[src/rtl/serial_adder_pkg.sv]
// rtl/serial_adder_pkg.sv - state encoding and sizing helper for the bit-serial adder
package serial_adder_pkg;

    typedef enum logic [1:0] {
        ST_IDLE = 2'd0,
        ST_ADD  = 2'd1,
        ST_HOLD = 2'd2
    } state_t;

    function automatic int clog2(input int value);
        int r;
        int v;
        r = 0;
        v = value - 1;
        while (v > 0) begin
            r = r + 1;
            v = v >> 1;
        end
        return r;
    endfunction

endpackage

[src/rtl/full_adder_gate.sv]
// rtl/full_adder_gate.sv - one-bit gate-level full adder cell
module full_adder_gate (
    output logic C_out,
    output logic S,
    input  logic A,
    input  logic B,
    input  logic C_in
);

    logic p;
    logic g;
    logic t;

    assign p     = A ^ B;
    assign g     = A & B;
    assign t     = p & C_in;
    assign S     = p ^ C_in;
    assign C_out = g | t;

endmodule

[src/rtl/serial_adder_fsm.sv]
// rtl/serial_adder_fsm.sv - WIDTH-bit adder that feeds one full-adder cell LSB first
module serial_adder_fsm
    import serial_adder_pkg::*;
#(
    parameter int WIDTH = 8
) (
    input  logic             clk,
    input  logic             rst_n,
    input  logic             in_valid,
    output logic             in_ready,
    input  logic [WIDTH-1:0] A,
    input  logic [WIDTH-1:0] B,
    input  logic             C_in,
    output logic             out_valid,
    input  logic             out_ready,
    output logic [WIDTH-1:0] S,
    output logic             C_out,
    output logic             busy
);

    localparam int CNT_W = (clog2(WIDTH) < 1) ? 1 : clog2(WIDTH);

    state_t             state;
    state_t             state_next;
    logic [WIDTH-1:0]   a_sh;
    logic [WIDTH-1:0]   b_sh;
    logic [WIDTH-1:0]   s_sh;
    logic [WIDTH-1:0]   s_next;
    logic [CNT_W-1:0]   cnt;
    logic               carry;
    logic               s_bit;
    logic               c_bit;
    logic               last;

    full_adder_gate u_cell (
        .C_out (c_bit),
        .S     (s_bit),
        .A     (a_sh[0]),
        .B     (b_sh[0]),
        .C_in  (carry)
    );

    // New sum bit enters at the MSB so the LSB-first stream lands in place after WIDTH steps
    assign s_next = (s_sh >> 1) | {s_bit, {(WIDTH-1){1'b0}}};
    assign last   = (cnt == CNT_W'(WIDTH - 1));
    assign busy   = (state != ST_IDLE);

    always_ff @(posedge clk) begin
        if (!rst_n) begin
            state <= ST_IDLE;
        end else begin
            state <= state_next;
        end
    end

    always_comb begin
        state_next = state;
        in_ready   = 1'b0;
        case (state)
            ST_IDLE: begin
                in_ready = 1'b1;
                if (in_valid) state_next = ST_ADD;
            end
            ST_ADD: begin
                if (last) state_next = ST_HOLD;
            end
            ST_HOLD: begin
                in_ready = out_ready;
                if (out_ready) state_next = in_valid ? ST_ADD : ST_IDLE;
            end
            default: state_next = ST_IDLE;
        endcase
    end

    always_ff @(posedge clk) begin
        if (!rst_n) begin
            a_sh      <= '0;
            b_sh      <= '0;
            s_sh      <= '0;
            cnt       <= '0;
            carry     <= 1'b0;
            S         <= '0;
            C_out     <= 1'b0;
            out_valid <= 1'b0;
        end else begin
            if (state == ST_ADD) begin
                a_sh  <= a_sh >> 1;
                b_sh  <= b_sh >> 1;
                s_sh  <= s_next;
                carry <= c_bit;
                cnt   <= cnt + CNT_W'(1);
                if (last) begin
                    S         <= s_next;
                    C_out     <= c_bit;
                    out_valid <= 1'b1;
                end
            end else if (in_valid && in_ready) begin
                a_sh  <= A;
                b_sh  <= B;
                s_sh  <= '0;
                cnt   <= '0;
                carry <= C_in;
            end
            // S and C_out intentionally keep the last result after the drain
            if (state == ST_HOLD && out_ready) out_valid <= 1'b0;
        end
    end

endmodule
[config.mk]
export PLATFORM = sky130hd
export DESIGN_NAME = serial_adder_fsm
export DESIGN_NICKNAME = d
export VERILOG_FILES = /design/src/rtl/serial_adder_pkg.sv /design/src/rtl/full_adder_gate.sv /design/src/rtl/serial_adder_fsm.sv
export SDC_FILE = /design/constraint.sdc
export NUM_CORES = 1
export LEC_CHECK = 0
export BUFFER_PORTS_ARGS = -buffer_cell sky130_fd_sc_hd__buf_2
export CAP_MARGIN = 20
export CELL_PAD_IN_SITES_DETAIL_PLACEMENT = 1
export CELL_PAD_IN_SITES_GLOBAL_PLACEMENT = 1
export CORE_MARGIN = 5
export CORE_UTILIZATION = 37
export CTS_CLUSTER_DIAMETER = 50
export CTS_CLUSTER_SIZE = 14
export DETAILED_ROUTE_END_ITERATION = 10
export GPL_ROUTABILITY_DRIVEN = 0
export PLACE_DENSITY = 0.82
export SLEW_MARGIN = 20
export SYNTH_ARGS = -nofsm -noshare
export SYNTH_HDL_FRONTEND = slang
export SYNTH_SLANG_ARGS = --single-unit
export TNS_END_PERCENT = 30
[constraint.sdc]
create_clock -name clk -period 1.3 [get_ports clk]
set_input_delay 0.065 -clock clk [delete_from_list [all_inputs] [get_ports clk]]
set_output_delay 0.065 -clock clk [all_outputs]
set_load 0.01 [all_outputs]
# Yosys cells after proc, flatten, opt, wreduce, memory -nomap -nowiden
# Index checks and enable logic that the tools add are counted.
[word_totals]
out_inout_bits = 12
wordCells = 50
regBits = 40
input_bits = 21
[op_classes]
bitwise_logic = 7
n_reduce_logical = 9
n_addsub = 1
n_mux = 16
eq_ne = 6
[ops]
columns = ["op", "n"]
rows = [
  ["7-bit two-way mux", 4],
  ["8-bit two-way mux", 2],
  ["7-bit by 8-bit OR with 8-bit output", 1],
  ["2-bit two-way mux", 3],
  ["3-bit two-way mux", 2],
  ["2-bit inequality test, second input constant", 3],
  ["2-bit case mux with 3 select lines", 1],
  ["2-bit nonzero test", 2],
  ["2-bit OR reduction", 2],
  ["3-bit by 1-bit adder with 3-bit output, second input constant", 1],
  ["3-bit == test, second input constant", 1],
  ["1-bit two-way mux", 3],
  ["3-bit AND reduction", 1],
  ["1-bit bitwise AND", 2],
  ["2-bit by 1-bit == test with 1-bit output, second input constant", 1],
  ["2-bit == test, second input constant", 1],
  ["1-bit logical AND", 2],
  ["2-bit zero test", 1],
  ["1-bit case mux with 2 select lines", 1],
  ["2-bit AND reduction", 1],
  ["1-bit bitwise XOR", 2],
  ["1-bit NOT", 1],
  ["1-bit OR", 1],
]

# Logic depth before layout (Yosys ltp)
[depth]
word_depth = 5
mapped_depth = 6
mapped_depth_nobuf = 5

# Cells and area by module
# Synthesis repeated with hierarchy kept, for this count alone.
[unflattened]
hier_cells = 187
hier_area_um2 = 1806.7
[modules_own_cells]
columns = ["module", "cells_per_inst", "area_each_um2", "n_inst"]
rows = [
  ["serial_adder_fsm", 186, 1786.7, 1],
  ["full_adder_gate", 1, 20.0, 1],
]

# Worst setup path after synthesis
# No wires, ideal clock.
[synth_timing]
path_kind = "register to register"
start = "register cnt[0]"
end = "register C_out"
arrival_ns = 1.178
path_stages_with_launch = 7
setup_ns = 0.116
setup_slack_ns = 0.006
path_buffers = 1
cell_sequence = "dfxtp_1 ha_1 ha_1 nand3b_1 buf_4 mux2i_1 nor2b_1"
[synth_between]
elab_chain_cells = 2
[synth_rtl]
columns = ["element", "line", "rtl"]
rows = [
  ["from (decl)", "serial_adder_fsm.sv:29", "logic [CNT_W-1:0] cnt;"],
  ["from (signal assigned)", "serial_adder_fsm.sv:91", "cnt <= cnt + CNT_W'(1);"],
  ["3-bit == test", "serial_adder_fsm.sv:45", "assign last = (cnt == CNT_W'(WIDTH - 1));"],
  ["2-bit AND reduction (no source line)", "--", ""],
  ["to (signal assigned)", "serial_adder_fsm.sv:94", "C_out <= c_bit;"],
  ["to (decl)", "serial_adder_fsm.sv:17", "output logic C_out,"],
]
# No other way between the ends.
# A chain may end at the register's enable or synchronous reset.

# Worst setup path after layout
[layout_timing]
start = "register cnt[1]"
end = "register S[6]"
[layout_between]
elab_chain_cells = 2
[layout_rtl]
columns = ["element", "line", "rtl"]
rows = [
  ["3-bit == test", "serial_adder_fsm.sv:45", ""],
  ["2-bit AND reduction (no source line)", "--", ""],
  ["to (signal assigned)", "serial_adder_fsm.sv:93", "S <= s_next;"],
  ["to (decl)", "serial_adder_fsm.sv:16", "output logic [WIDTH-1:0] S,"],
]
# No other way between the ends.

==> flow_summary_export.csv <==
group,metric,value,unit
drt,wl,5.083,mm
die,die_w,79.88,µm
placed_design,port_buffers,32,
critical_path,path_buf_inv,1,
clocking,clk_pin_slew,90,ps
yosys,synth_flop_cell,"dfxtp_1",
yosys,synth_nets,211,
placed_design,dpl.cell_count,289,
placed_design,place_ws,-66.51,ps
drt,drc,0,
yosys,synth_cell_types,32,
yosys,async_flop_share,0,
sta,period_needed,1323,ps
drt,vias_per_cell,5.396,
clocking,clockBufferDepth,2,
die,fp.dieH,79.88,µm
die,num_io_pins,33,
global_routing,grt_pass1_wl,8.597,mm
power_and_ir_drop,vdd_drop_max,0.0006359,V
sta,period_share,1.018,
sta,holdWs,20.39,ps
sta,tightestPinTransition,499.2,ps
drt,firstDrtPassIters,4,
sta,finalSetupViolations,9,
global_routing,grt_overflow,0,
global_routing,grt_max_degree,42,
critical_path,worstPathArrival,1510,ps
drt,wl_per_cell,17.06,µm
flow_run,maxCapViolations,0,
worst_hold_path,hp-class,"in -> reg",
yosys,syn_area,1807,µm²
status,violations,"setup timing",
clocking,cts_buffers,5,
critical_path,crit_path_end_kind,"flop",
clocking,cts_tree,"yes",
sta,finalWorstSetupSlack,-23.17,ps
critical_path,slowest_delay,340,ps
power_and_ir_drop,p_per_area,1219,nW/µm²
clocking,htreeDepth,2,
critical_path,criticalPathCategory,"reg -> reg",
critical_path,cp.required,1490,ps
yosys,synth_area_per_cell,9.662,µm²
die,initial_core_util,0.3825,
finish,final_cell_mix,"dfxtp_1, buf_2, mux2i_1",
yosys,ys_warn_count,0,
drt,drt_iter0_markers,139,
sta,maxSlewViolCount,0,
critical_path,crit_fanout,5,
finish,final_nets,254,
yosys,synthCells,187,
placed_design,dp_hpwl,3.389,mm
global_routing,grt_pass1_vias,1770,
finish,final_cells,298,
die,core,4723,µm²
sta,rsz0062_at_grt,"true",
yosys,synth_seq_cells,39,
sta,skew,12.85,ps
critical_path,crit_chain,"ha_4 > ha_4 > nand3b_1 > buf_6 > mux2i_1 > nor2b_1",
power_and_ir_drop,power,2806,µW
finish,diodes,0,
die,dieArea,6381,µm²
clocking,clock_latency,300,ps
sta,fmax,755.8,MHz
global_routing,antenna_found_initial,0,
critical_path,cp_top_family,"flip-flops",
yosys,synth-edff-count,0,
finish,area_growth,27.42,%
finish,drive_gt1_frac,0.3074,
clocking,cts_num_sinks,39,
finish,final_common_cell,"dfxtp_1",
clocking,clock-root-buffer,"clkbuf_8",
critical_path,cpMostUsedCell,"ha_4",
finish,fin_util,0.4874,
sta,relSlewSlack,0.6668,
power_and_ir_drop,p_leak,0.001022,µW
yosys,synth.yosys.seq_area_share,0.4321,
critical_path,crit_slowest_cell,"dfxtp_2",
status,status,"finished, violations left",
die,row_count,25,
critical_path,start_kind,"flop",
drt,ant_nets,0,
sta,finalHoldViolCount,0,
global_routing,grt_usage,0.1745,
clocking,cts_hold_buf,0,
drt,vias,1608,
routing by layer:
| metal | share of wire | track usage | vias to the layer above | wire length (µm) |
|---|---|---|---|---|
| met5 | 0 | 0 | - | 0 |
| li1 | - | - | 775 | - |
| met4 | 0.021 | 0.07095 | 0 | 105 |
| met2 | 0.53 | 0.2997 | 25 | 2706 |
| met3 | 0.024 | 0.04176 | 9 | 124 |
| met1 | 0.42 | 0.2069 | 799 | 2146 |
worst register-to-register path, stage by stage (launching register included):
cell      delay, ps
dfxtp_2         340
ha_4            160
ha_4            150
nand3b_1        160
buf_6           160
mux2i_1         180
nor2b_1          60
flip-flops by register name, summed over array words and instances, names as in the netlist:
signal     count
a_sh           8
state          2
C_out          1
S              8
cnt            3
b_sh           8
carry          1
s_sh           7
out_valid      1
worst paths after layout:
path	endpoint	start	slack (ps)	depth (start not counted)
max	S[6]	cnt[1]	-20	6
min	a_sh[7]	A[7]	20	3
max reg2reg	S[6]	cnt[1]	-20	6
min reg2reg	a_sh[7]	a_sh[7]	490	2
power by group:
group          switching, µW  leakage, µW  internal, µW
logic                    238     0.000643           225
clock network            455    0.0000581           572
registers               54.6     0.000321          1260
per-stage QoR:
stage	setup TNS, ps	instance area [µm²]
after global routing	-693.4	2302
after global placement	0	2112
after detailed placement	-630.8	2112
after floorplan	0	1807
after CTS	-443.5	2310
final	-130.4	2302
cell usage after synthesis (all sizes together) (2+ instances only):
cell type | instances | share of area
buf | 10 | 0.044
nand2 | 14 | 0.029
inv | 2 | 0.0042
nor2b | 12 | 0.043
o311ai | 15 | 0.073
a21boi | 3 | 0.012
o21ai | 4 | 0.013
mux2i | 24 | 0.13
o22ai | 10 | 0.035
dfxtp | 39 | 0.43
or3 | 16 | 0.055
nand3 | 2 | 0.0055
a21oi | 18 | 0.050
or2 | 2 | 0.0069
ha | 2 | 0.014
clkbuf | 5 | 0.010
nand2b | 3 | 0.010
layout make-up:
class	instances	area, µm²
Clock buffer	5	68.82
Clock inverter	3	43.79
Fill cell	545	2421
Inverter	2	7.507
Multi-Input combinational cell	131	960.9
Sequential cell	39	790.8
Tap cell	67	83.83
Timing Repair Buffer	51	346.6
what timing repair did:
action / in CTS / in global routing
pin swaps: 1 / 2
gates resized for setup: 14 / 15
buffers inserted: 2 / 0
gates cloned: 1 / 0
setup endpoints to repair: 35 / 21
kinds of logic (layout without fill, tap and decap cells):
family,count (synthesis),in the layout,share of synthesized area
buffers and inverters,17,61,0.05886
AOI/OAI and AO/OA,51,51,0.1870
adders and majority gates,3,3,0.02493
DFF,39,39,0.4321
and+or+nand+nor,53,53,0.1641
muxes,24,24,0.1330
(Power assumes the default switching activity.)
